$ cat src/rtl/jbus_pkg.sv
// Shared types and helpers for the jbus register-transfer sequencer.
// Holds the FSM state encoding, the phase-counter width and the index check.
package jbus_pkg;

  typedef enum logic [2:0] {
    IDLE,
    EN,
    SET,
    HOLD,
    DONE
  } jbus_state_e;

  localparam int PHASE_W = 4;

  // A transfer is legal only between two distinct registers that exist on the bus.
  function automatic logic idx_ok(input int src, input int dst, input int nregs);
    return (src != dst) && (src < nregs) && (dst < nregs);
  endfunction

endpackage

$ cat src/rtl/jbus_ctrl_if.sv
// Bundle of the requester handshake and register-bank strobe signals of jbus_ctrl.
// The master side is the requesters/bank, the slave side is the controller.
interface jbus_ctrl_if #(
  parameter int NREGS = 4
);
  localparam int IDXW = $clog2(NREGS);

  logic             wreq0;
  logic [IDXW-1:0]  bsrc0;
  logic [IDXW-1:0]  bdst0;
  logic             wreq1;
  logic [IDXW-1:0]  bsrc1;
  logic [IDXW-1:0]  bdst1;
  logic             wack0;
  logic             wack1;
  logic             werr;
  logic [NREGS-1:0] bwe;
  logic [NREGS-1:0] bws;
  logic             wbusy;
  logic             wgnt;

  modport master (
    output wreq0, bsrc0, bdst0, wreq1, bsrc1, bdst1,
    input  wack0, wack1, werr, bwe, bws, wbusy, wgnt
  );

  modport slave (
    input  wreq0, bsrc0, bdst0, wreq1, bsrc1, bdst1,
    output wack0, wack1, werr, bwe, bws, wbusy, wgnt
  );

endinterface

$ cat src/rtl/jrr_arb2.sv
// Two-input round-robin arbiter; on contention the requester that did not win
// last time is chosen. The last-grant pointer is owned by the caller.
module jrr_arb2 (
  input  logic wreq0,
  input  logic wreq1,
  input  logic last_gnt,
  output logic wvalid,
  output logic wgnt
);

  always_comb begin
    wvalid = wreq0 | wreq1;
    wgnt   = (wreq0 & wreq1) ? ~last_gnt : wreq1;
  end

endmodule

$ cat src/rtl/jbus_ctrl.sv
// Round-robin sequencer that copies one bus register into another by driving
// the enable/set strobe sequence the latch-based register bank needs.
module jbus_ctrl
  import jbus_pkg::*;
#(
  parameter int NREGS     = 4,
  parameter int SETUP_CYC = 1,
  parameter int SET_CYC   = 2
) (
  input  logic     wclk,
  input  logic     wrst_n,
  jbus_ctrl_if.slave bus
);

  localparam int IDXW = $clog2(NREGS);
  localparam logic [PHASE_W-1:0] SETUP_LD = PHASE_W'(SETUP_CYC - 1);
  localparam logic [PHASE_W-1:0] SET_LD   = PHASE_W'(SET_CYC - 1);

  jbus_state_e        state_q, state_d;
  logic [PHASE_W-1:0] cnt_q, cnt_d;
  logic [NREGS-1:0]   bwe_q, bwe_d;
  logic [NREGS-1:0]   bws_q, bws_d;
  logic               wack0_q, wack0_d;
  logic               wack1_q, wack1_d;
  logic               werr_q, werr_d;
  logic               wbusy_q, wbusy_d;
  logic               gnt_q, gnt_d;
  logic [IDXW-1:0]    src_q, src_d;
  logic [IDXW-1:0]    dst_q, dst_d;
  logic [IDXW-1:0]    src_sel, dst_sel;
  logic               arb_valid, arb_gnt;

  function automatic logic [NREGS-1:0] onehot(input logic [IDXW-1:0] i);
    return {{(NREGS-1){1'b0}}, 1'b1} << i;
  endfunction

  jrr_arb2 u_arb (
    .wreq0    (bus.wreq0),
    .wreq1    (bus.wreq1),
    .last_gnt (gnt_q),
    .wvalid   (arb_valid),
    .wgnt     (arb_gnt)
  );

  always_comb begin
    state_d = state_q;
    cnt_d   = (cnt_q != '0) ? cnt_q - 1'b1 : '0;
    bwe_d   = bwe_q;
    bws_d   = bws_q;
    wack0_d = 1'b0;
    wack1_d = 1'b0;
    werr_d  = 1'b0;
    gnt_d   = gnt_q;
    src_d   = src_q;
    dst_d   = dst_q;
    src_sel = arb_gnt ? bus.bsrc1 : bus.bsrc0;
    dst_sel = arb_gnt ? bus.bdst1 : bus.bdst0;

    unique case (state_q)
      IDLE: begin
        if (arb_valid) begin
          gnt_d = arb_gnt;
          src_d = src_sel;
          dst_d = dst_sel;
          if (idx_ok(int'(src_sel), int'(dst_sel), NREGS)) begin
            state_d = EN;
            cnt_d   = SETUP_LD;
            bwe_d   = onehot(src_sel);
          end else begin
            // Rejected transfers skip straight to the ack without touching any strobe.
            state_d = DONE;
            wack0_d = ~arb_gnt;
            wack1_d = arb_gnt;
            werr_d  = 1'b1;
          end
        end
      end
      EN: begin
        if (cnt_q == '0) begin
          state_d = SET;
          cnt_d   = SET_LD;
          bws_d   = onehot(dst_q);
        end
      end
      SET: begin
        if (cnt_q == '0) begin
          state_d = HOLD;
          bws_d   = '0;
        end
      end
      HOLD: begin
        // Source stays enabled one extra cycle so the bus is stable as set falls.
        state_d = DONE;
        bwe_d   = '0;
        wack0_d = ~gnt_q;
        wack1_d = gnt_q;
      end
      DONE: begin
        state_d = IDLE;
      end
      default: begin
        state_d = IDLE;
        bwe_d   = '0;
        bws_d   = '0;
      end
    endcase

    wbusy_d = (state_d != IDLE);
  end

  always_ff @(posedge wclk) begin
    if (!wrst_n) begin
      state_q <= IDLE;
      cnt_q   <= '0;
      bwe_q   <= '0;
      bws_q   <= '0;
      wack0_q <= 1'b0;
      wack1_q <= 1'b0;
      werr_q  <= 1'b0;
      wbusy_q <= 1'b0;
      gnt_q   <= 1'b1;
    end else begin
      state_q <= state_d;
      cnt_q   <= cnt_d;
      bwe_q   <= bwe_d;
      bws_q   <= bws_d;
      wack0_q <= wack0_d;
      wack1_q <= wack1_d;
      werr_q  <= werr_d;
      wbusy_q <= wbusy_d;
      gnt_q   <= gnt_d;
    end
  end

  // Latched transfer indices are data only; they are always rewritten on a grant.
  always_ff @(posedge wclk) begin
    src_q <= src_d;
    dst_q <= dst_d;
  end

  assign bus.bwe   = bwe_q;
  assign bus.bws   = bws_q;
  assign bus.wack0 = wack0_q;
  assign bus.wack1 = wack1_q;
  assign bus.werr  = werr_q;
  assign bus.wbusy = wbusy_q;
  assign bus.wgnt  = gnt_q;

endmodule

$ cat src/flat_wrapper.sv
// flat-port wrapper written by rule: the top's interface ports become plain ports
module jbus_ctrl_flat import jbus_pkg::*;
#(
  parameter int NREGS     = 4,
  parameter int SETUP_CYC = 1,
  parameter int SET_CYC   = 2
)
  (wclk, wrst_n, bus_wreq0, bus_bsrc0, bus_bdst0, bus_wreq1, bus_bsrc1, bus_bdst1, bus_wack0, bus_wack1, bus_werr, bus_bwe, bus_bws, bus_wbusy, bus_wgnt);
  jbus_ctrl_if #(.NREGS(NREGS)) bus_i ();
  input  logic wclk;
  input  logic wrst_n;
  input wire logic [$bits(bus_i.wreq0)-1:0] bus_wreq0;
  input wire logic [$bits(bus_i.bsrc0)-1:0] bus_bsrc0;
  input wire logic [$bits(bus_i.bdst0)-1:0] bus_bdst0;
  input wire logic [$bits(bus_i.wreq1)-1:0] bus_wreq1;
  input wire logic [$bits(bus_i.bsrc1)-1:0] bus_bsrc1;
  input wire logic [$bits(bus_i.bdst1)-1:0] bus_bdst1;
  output wire logic [$bits(bus_i.wack0)-1:0] bus_wack0;
  output wire logic [$bits(bus_i.wack1)-1:0] bus_wack1;
  output wire logic [$bits(bus_i.werr)-1:0] bus_werr;
  output wire logic [$bits(bus_i.bwe)-1:0] bus_bwe;
  output wire logic [$bits(bus_i.bws)-1:0] bus_bws;
  output wire logic [$bits(bus_i.wbusy)-1:0] bus_wbusy;
  output wire logic [$bits(bus_i.wgnt)-1:0] bus_wgnt;
  assign bus_i.wreq0 = bus_wreq0;
  assign bus_i.bsrc0 = bus_bsrc0;
  assign bus_i.bdst0 = bus_bdst0;
  assign bus_i.wreq1 = bus_wreq1;
  assign bus_i.bsrc1 = bus_bsrc1;
  assign bus_i.bdst1 = bus_bdst1;
  assign bus_wack0 = bus_i.wack0;
  assign bus_wack1 = bus_i.wack1;
  assign bus_werr = bus_i.werr;
  assign bus_bwe = bus_i.bwe;
  assign bus_bws = bus_i.bws;
  assign bus_wbusy = bus_i.wbusy;
  assign bus_wgnt = bus_i.wgnt;
  jbus_ctrl #(.NREGS(NREGS), .SETUP_CYC(SETUP_CYC), .SET_CYC(SET_CYC)) u_core (.wclk(wclk), .wrst_n(wrst_n), .bus(bus_i));
endmodule
$ cat config.mk
export PLATFORM = sky130hd
export DESIGN_NAME = jbus_ctrl_flat
export DESIGN_NICKNAME = d
export VERILOG_FILES = /design/src/rtl/jbus_pkg.sv /design/src/rtl/jbus_ctrl_if.sv /design/src/rtl/jrr_arb2.sv /design/src/rtl/jbus_ctrl.sv /design/src/flat_wrapper.sv
export SDC_FILE = /design/constraint.sdc
export NUM_CORES = 1
export LEC_CHECK = 0
export CAP_MARGIN = 15
export CORE_ASPECT_RATIO = 0.75
export CORE_UTILIZATION = 50
export CTS_CLUSTER_SIZE = 10
export DETAILED_ROUTE_END_ITERATION = 8
export GPL_ROUTABILITY_DRIVEN = 1
export PLACE_DENSITY = 0.83
export SYNTH_ARGS = -nofsm -noshare
export SYNTH_HDL_FRONTEND = slang
export SYNTH_SLANG_ARGS = --single-unit
$ cat constraint.sdc
create_clock -name wclk -period 3.6 [get_ports wclk]
set_clock_uncertainty 0.1 [all_clocks]
set_input_delay 0.72 -clock wclk [delete_from_list [all_inputs] [get_ports wclk]]
set_output_delay 0.72 -clock wclk [all_outputs]
set_load 0.01 [all_outputs]
==> results of run 1 <==
stage by stage:
stage	hold slack, ns	setup slack (ns)
6_report	0.367	1.36
5_1_grt	0.396	1.30
4_1_cts	0.371	1.36
3_5_place_dp	0.354	1.03
3_3_place_gp	0.349	1.12
2_1_floorplan	0.382	1.66
layout make-up:
| type | count | area (µm²) | area share |
|---|---|---|---|
| Clock buffer | 3 | 22.5 | 0.0160 |
| Clock inverter | 1 | 30.0 | 0.0213 |
| Inverter | 4 | 15.0 | 0.0107 |
| Multi-Input combinational cell | 81 | 603 | 0.428 |
| Sequential cell | 22 | 460 | 0.327 |
| Tap cell | 24 | 30.0 | 0.0213 |
| Timing Repair Buffer | 25 | 248 | 0.176 |
flip-flops by register name (all words and copies together) (netlist names):
| name | count |
|---|---|
| u_core.bus.wack1 | 1 |
| u_core.bus.werr | 1 |
| u_core.bus.wgnt | 1 |
| u_core.state_q | 3 |
| u_core.bus.bwe | 4 |
| u_core.cnt_q | 4 |
| u_core.dst_q | 2 |
| u_core.bus.bws | 4 |
| u_core.bus.wbusy | 1 |
| u_core.bus.wack0 | 1 |
worst min path at each step:
stage and to:
6_report u_core.bus.bwe[2]$_SDFFE_PN0P_, 5_1_grt u_core.bus.bwe[3]$_SDFFE_PN0P_, 4_1_cts u_core.bus.bwe[2]$_SDFFE_PN0P_, 3_5_place_dp u_core.bus.bwe[2]$_SDFFE_PN0P_
3_3_place_gp u_core.bus.bwe[0]$_SDFFE_PN0P_, 2_1_floorplan u_core.bus.bwe[3]$_SDFFE_PN0P_
synthesized netlist by cell type:
cell type,instances
and3_1,4
o211ai_1,1
edfxtp_1,2
mux2_2,2
o32ai_1,1
a21boi_4,1
xnor2_1,3
ha_1,1
clkbuf_1,3
xor2_1,2
nor3b_1,2
nor3_1,3
nor2_1,4
nor3b_4,1
a21oi_2,1
nand2_1,7
nand3b_1,2
or3_4,1
maj3_1,1
nor2b_1,2
a21boi_1,4
dfxtp_1,20
mux2i_1,7
a31oi_1,1
inv_1,4
or2_2,1
clkbuf_2,1
a31oi_4,1
a21oi_1,5
o21ai_0,8
nor4b_2,2
o21a_1,1
nand3_1,5
nand2b_1,2
or4_1,3
or4b_1,2
metal layers:
| layer | track usage | up-vias | routed length [µm] |
|---|---|---|---|
| li1 | - | 455 | - |
| met1 | 0.255 | 433 | 1020 |
| met2 | 0.360 | 32 | 1060 |
| met3 | 0.0679 | 3 | 116 |
| met4 | 0.0634 | 0 | 17 |
| met5 | 0 | - | 0 |
worst max-delay path, delay by kind of cell:
family	cells	cell delay [ns]
and+or+nand+nor	3	0.96
AOI/OAI and AO/OA	1	0.13
buffers and inverters	1	0.56
cells by family (layout without fill, tap and decap cells):
kind of cell / after synthesis / in the layout / synth area share
xor gates and xnor gates: 5 / 5 / 0.0400
AOI/OAI and AO/OA: 24 / 24 / 0.159
muxes: 9 / 9 / 0.0846
buffers and inverters: 8 / 33 / 0.0286
and+or+nand+nor: 41 / 41 / 0.247
DFF: 22 / 22 / 0.421
adders and majority gates: 2 / 2 / 0.0206
power by group:
group / internal [mW] / switching, mW
clock network: 0.113 / 0.0804
registers: 0.313 / 0.0590
logic: 0.223 / 0.257
total: 0.649 / 0.396
==> flow_summary.toml, run 1 <==
[run_status]
outcome = "finished, final reports clean"

[die]
die_w_um = 56.0
die_h_um = 42.5
core-area_mm2 = 0.00203
rows = 14
die_area_mm2 = 0.00238
start_util = 0.539
pin_count = 25

[timing]
fmax_mhz = 447
worstMarginPinSlew_ns = 0.468
min_period_ns = 2.24
hold_violations = 0
setup_viol = 0
relSlewSlack = 0.687
timing_max_transition_violations_final = 0
fin_setup_tns_ns = 0
rsz0062_at_grt = "no"
period_share = 0.621

[finish]
final_cell_mix = "clkdlybuf4s50_1 (24), dfxtp_1 (20), o21ai_0 (8), nand2_1 (7), mux2i_1 (7)"
stdcell_count = 160
fin_util = 0.693
drive_above_1_share = 0.110
area_delta_synth_final_pct = 28.7
diodes = 0
nFillCells = 161
nNetsFinal = 150
final_common_cell = "clkdlybuf4s50_1"
fin_area_mm2 = 0.00141

[clocking]
numCtsBuffers = 3
cts_hold_buf = 0
cts_root_buf = "clkbuf_4"
cts.sinks = 22
clk_path_buf_depth = 2
cts_tree = "done"
cts-htree-levels = 1
clkLatencyLatePin_ns = 0.33
cts-resized-gates = 0
post-cts-setup-buffer-count = 0
clkTransAtPathRegs_ns = 0.12

[global_route]
grt_pass1_vias = 871
grt_first_pass_wirelength_um = 3860
grt_overflow = 0
track_usage = 0.211
grt_antenna_before_repair = 0
grt_max_degree = 16

[critical_path]
r2r_cells = 6
critPathCapture = "u_core.cnt_q[3]$_SDFF_PN0_"
rr_startpoint = "u_core.cnt_q[0]$_SDFF_PN0_"
critical_path.cell_chain = "clkdlybuf4s50_1, a21boi_4, or3_4, and3_1, nor4b_2"
critical_path_class = "in2reg"
r2r_slack_ns = 1.57
worstReg2RegEnd = "u_core.bus.bws[2]$_SDFFE_PN0P_"
cp_max_fo = 9
startpoint = "bus_wreq0"
arrival_ns = 2.37
worst_ep_required_time_ns = 3.73
slowest_delay_ns = 0.56
critPathSlowestCell = "clkdlybuf4s50_1"
cp-start-kind = "input port"
endpoint_kind = "register"

[route]
wirelength_um = 2220
wl_per_cell_um = 13.9
vias_per_cell = 5.77
drt-initial-drc-count = 40
drc = 0
first_pass_iters = 4
vias = 923
ant_nets = 0

[hold_path]
hp-start = "u_core.bus.bwe[2]$_SDFFE_PN0P_"
min_path_cells = 2
hp-class = "reg2reg"

[placement]
dpl.hpwl_um = 1660
place_congestion = 0.837
io_buffers = 24
placed_cells = 156
dpl_cell_area_mm2 = 0.00136

[power_and_ir_drop]
total_power_mw = 1.05
p_leak_nw = 0.521
vdd_drop_max_v = 0.000582
p_per_area_mw_per_mm2 = 742

[yosys]
syn-cell-area_mm2 = 0.00109
synth_cells = 111
avgSynthCellArea_um2 = 9.86
synth_top_area_frac = 0.366
ys_seq_area_frac = 0.421
synth_fp_nets = 124
yosys.cell_types.count = 36
synth.top_cells.by_area = "dfxtp_1 (37%), mux2i_1 (6.4%), edfxtp_1 (5.5%), o21ai_0 (3.7%), a21boi_1 (2.7%)"
synth_area_leader_cell = "dfxtp_1"
yosys_warnings = 0
ys_seq_elements = 22

[run]
cap_violations = 0
Note: power is estimated with default switching activity, not from simulation.
==> inputs of run 2 (changes only) <==
Settings changed: CORE_UTILIZATION 50 to 44, PLACE_DENSITY 0.83 to 0.77.
Clock period 3.6 ns to 2 ns, I/O delays scaled along.
==> flow_summary.toml, run 2 (synthesis gave the netlist of run 1 again) <==
[run_status]
outcome = "finished, final reports clean"

[finish]
diodes = 0
final_cell_mix = "clkdlybuf4s50_1 (24), dfxtp_1 (19), buf_4 (13), o21ai_0 (8)"
stdcell_count = 182
drive_above_1_share = 0.189
final_common_cell = "clkdlybuf4s50_1"
area_delta_synth_final_pct = 38.2
nNetsFinal = 162

[clocking]
cts.sinks = 22
clk_path_buf_depth = 2
clkLatencyLatePin_ns = 0.32
clkTransAtPathRegs_ns = 0.13
cts-htree-levels = 1
numCtsBuffers = 3
cts_hold_buf = 0
cts_tree = "done"
cts_root_buf = "clkbuf_4"

[critical_path]
cp-start-kind = "input port"
arrival_ns = 2.00
critical_path_class = "in2reg"
worst_ep_required_time_ns = 2.15
cp_max_fo = 7
endpoint_kind = "register"
r2r_slack_ns = 0.22
critPathSlowestCell = "clkdlybuf4s50_1"
critical_path.cell_chain = "clkdlybuf4s50_1, a21boi_4, or3_4, a31oi_4, mux2i_1"
r2r_cells = 4
slowest_delay_ns = 0.54

[route]
first_pass_iters = 4
drc = 0
vias = 950
drt-initial-drc-count = 29
wl_per_cell_um = 13.5
ant_nets = 0
wirelength_um = 2450
vias_per_cell = 5.22

[die]
start_util = 0.470
die_area_mm2 = 0.00269
die_w_um = 59.6
die_h_um = 45.2
pin_count = 25
core-area_mm2 = 0.00233
rows = 15

[timing]
hold_violations = 0
setup_ws_ns = 0.151
fmax_mhz = 541
setup_viol = 0
rsz0062_at_grt = "no"
timing_max_transition_violations_final = 0
period_share = 0.925
worstMarginPinSlew_ns = 0.406
relSlewSlack = 0.728
min_period_ns = 1.85
fin_setup_tns_ns = 0

[power_and_ir_drop]
p_leak_nw = 0.577
pwr-share-seq = 0.341
vdd_drop_max_v = 0.000644
total_power_mw = 1.98
p_per_area_mw_per_mm2 = 1310
switching_share = 0.376
switchingPower_mw = 0.745
clkPwrFrac = 0.177
p_comb_frac = 0.482
p_int_mw = 1.23

[global_route]
grt_pass1_vias = 868
track_usage = 0.204
grt_first_pass_wirelength_um = 3950
grt_overflow = 0
grt_antenna_before_repair = 0
grt_max_degree = 15

[hold_path]
hp-class = "reg2reg"
min_path_cells = 2

[placement]
dp_slack_ns = -0.187
io_buffers = 24
dpl.hpwl_um = 1830
place_congestion = 0.807
placed_cells = 178

[run]
cap_violations = 0
## run 2: cell types whose count changed in the layout (fill, tap and decap cells not counted), sizes merged
cell  before  now
buf        1   13
## run 2: worst paths after layout
check                                                 endpoint                      startpoint
worst max register to register  u_core.bus.bws[2]$_SDFFE_PN0P_    u_core.state_q[0]$_SDFF_PN0_
worst min register to register  u_core.bus.bwe[1]$_SDFFE_PN0P_  u_core.bus.bwe[1]$_SDFFE_PN0P_
worst max-delay path            u_core.bus.bwe[2]$_SDFFE_PN0P_                       bus_wreq0
worst min-delay path            u_core.bus.bwe[1]$_SDFFE_PN0P_  u_core.bus.bwe[1]$_SDFFE_PN0P_
## run 2: power groups by stage
stage	sequential [mW]	combinational [mW]	clock (mW)
global placement	0.673	0.913	0
detailed placement	0.678	0.941	0
finish	0.675	0.954	0.351
CTS	0.670	0.951	0.354
floorplan	0.654	0.635	0
global route	0.690	1.05	0.373
## run 2: cell type report
class	instances	area, µm²
Inverter	4	15.0
Tap cell	34	42.5
Sequential cell	22	462
Fill cell	215	815
Clock inverter	1	30.0
Timing Repair Buffer	37	338
Clock buffer	3	22.5
Multi-Input combinational cell	81	603
## run 2: per-stage QoR
step                      utilization  instance area [µm²]  hold slack, ns
after floorplan                     -                 1090           0.382
after global placement          0.627                 1460           0.345
after detailed placement        0.627                 1460           0.358
after CTS                       0.649                 1510           0.376
after global routing            0.650                 1510           0.406
final                           0.650                 1510           0.375
## run 2: layer usage
metal,vias up,track usage,routed length (µm)
met5,-,0,0
met4,0,0.0744,34
met3,4,0.0516,106
met2,34,0.348,1120
met1,433,0.252,1190
li1,479,-,-
## run 2: worst max-delay path, delay by kind of cell
family / cells / cell delay (ns)
AND/OR/NAND/NOR: 1 / 0.42
multiplexers: 1 / 0.24
buffers and inverters: 1 / 0.54
AO/OA/AOI/OAI: 2 / 0.40
## run 2: what timing repair did
action | in CTS | in global routing
resized for setup | 0 | 1
endpoints found under the setup margin | 0 | 1
endpoints found under the hold margin | 0 | 0
buffers inserted | 0 | 0
==> inputs of run 3 (changes only) <==
Settings changed: REMOVE_ABC_BUFFERS set to 1.
==> flow_summary.toml, run 3 (synthesis gave the netlist of run 1 again) <==
[clocking]
cts.sinks = 22
cts-resized-gates = 0
cts_root_buf = "clkbuf_4"
clk_path_buf_depth = 2
clkLatencyLatePin_ns = 0.32
cts_tree = "done"
post-cts-setup-buffer-count = 0
cts-htree-levels = 1
clkTransAtPathRegs_ns = 0.12
numCtsBuffers = 3
cts_hold_buf = 0

[critical_path]
cp_top_family = "buffers and inverters"
endpoint_kind = "output port"
critical_path.cell_chain = "clkdlybuf4s50_1"
critPathSlowestCell = "clkdlybuf4s50_1"
worst_ep_required_time_ns = 1.50
timing.critical_path.buf_inv = 1
cp_max_fo = 6
cp-start-kind = "register"
critical_path_class = "reg2out"
startpoint = "u_core.bus.wgnt$_SDFFE_PN1P_"
rr_startpoint = "u_core.state_q[0]$_SDFF_PN0_"
slowest_delay_ns = 0.59
arrival_ns = 1.38

[route]
ant_nets = 0
wirelength_um = 2180
wl_per_cell_um = 12.3
drc = 0
first_pass_iters = 4
vias = 902
drt-initial-drc-count = 20
vias_per_cell = 5.10

[finish]
fin_area_mm2 = 0.00146
final_common_cell = "clkdlybuf4s50_1"
diodes = 0
final_cell_mix = "clkdlybuf4s50_1 (24), dfxtp_1 (20), o21ai_0 (8), buf_4 (8)"
nNetsFinal = 157
area_delta_synth_final_pct = 33.1
stdcell_count = 177
drive_above_1_share = 0.154

[placement]
placed_cells = 173
dpl_cell_area_mm2 = 0.00142
place_congestion = 0.742
dpl.hpwl_um = 1660
dp_slack_ns = -0.169
io_buffers = 24

[timing]
period_share = 0.938
rsz0062_at_grt = "no"
hold_slack_ns = 0.372
setup_ws_ns = 0.125
hold_violations = 0
timing_max_transition_violations_final = 0
setup_viol = 0
worstMarginPinSlew_ns = 0.405
relSlewSlack = 0.729
fmax_mhz = 533
min_period_ns = 1.88

[global_route]
grt_overflow = 0
grt_first_pass_wirelength_um = 3560
track_usage = 0.189
grt_pass1_vias = 815
grt_max_degree = 15
grt_antenna_before_repair = 0

[power_and_ir_drop]
vdd_drop_max_v = 0.000502
p_leak_nw = 0.548
p_per_area_mw_per_mm2 = 1250

[hold_path]
hp-start = "u_core.bus.bwe[3]$_SDFFE_PN0P_"
hp-class = "reg2reg"

[run]
cap_violations = 0

[die]
start_util = 0.470
pin_count = 25
core-area_mm2 = 0.00233
die_w_um = 59.6
die_h_um = 45.2
die_area_mm2 = 0.00269
rows = 15

[run_status]
outcome = "finished, final reports clean"
==> run 3: cell types whose count changed in the layout (fill, tap and decap cells not counted) <==
cell       delta
dfxtp_1       +1
clkbuf_8      +1
buf_4         -5
dfxtp_2       -1
bufinv_16     -1
==> run 3: through the flow <==
step | power, mW | setup TNS (ns) | util
6_report | 1.82 | 0 | 0.626
5_1_grt | 1.96 | 0 | 0.626
4_1_cts | 1.83 | 0 | 0.626
3_5_place_dp | 1.58 | -1.06 | 0.611
3_3_place_gp | 1.55 | -0.872 | 0.611
2_1_floorplan | 1.27 | 0 | -
==> run 3: final timing paths <==
check / to / slack [ns] / cells past startpoint
setup reg to reg: u_core.bus.bws[3]$_SDFFE_PN0P_ / 0.20 / 4
setup / recovery: bus_wgnt / 0.12 / 1
hold / removal: u_core.bus.bwe[3]$_SDFFE_PN0P_ / 0.37 / 2
hold reg to reg: u_core.bus.bwe[3]$_SDFFE_PN0P_ / 0.37 / 2
==> run 3: layout make-up <==
cell class              instances  area, µm²
clock buffers                   4       36.3
fillers                       240        870
inverters                       4       15.0
multi-input cells              81        603
flip-flops and latches         22        460
well taps                      34       42.5
repair buffers                 32        300
==> run 3: power by group <==
| group | switching (mW) | internal (mW) | leakage [nW] |
|---|---|---|---|
| sequential | 0.105 | 0.563 | 0.182 |
| combinational | 0.457 | 0.442 | 0.345 |
| clock | 0.137 | 0.111 | 0.0210 |
| total | 0.700 | 1.12 | 0.548 |
==> run 3: per-layer routing <==
layer	GRT usage	part of all wire	wire length, µm	vias to the layer above
met1	0.248	0.51	1100	403
met4	0.0977	0.020	43	0
met3	0.0602	0.048	104	5
met5	0	0	0	-
met2	0.281	0.43	928	20
li1	-	-	-	474
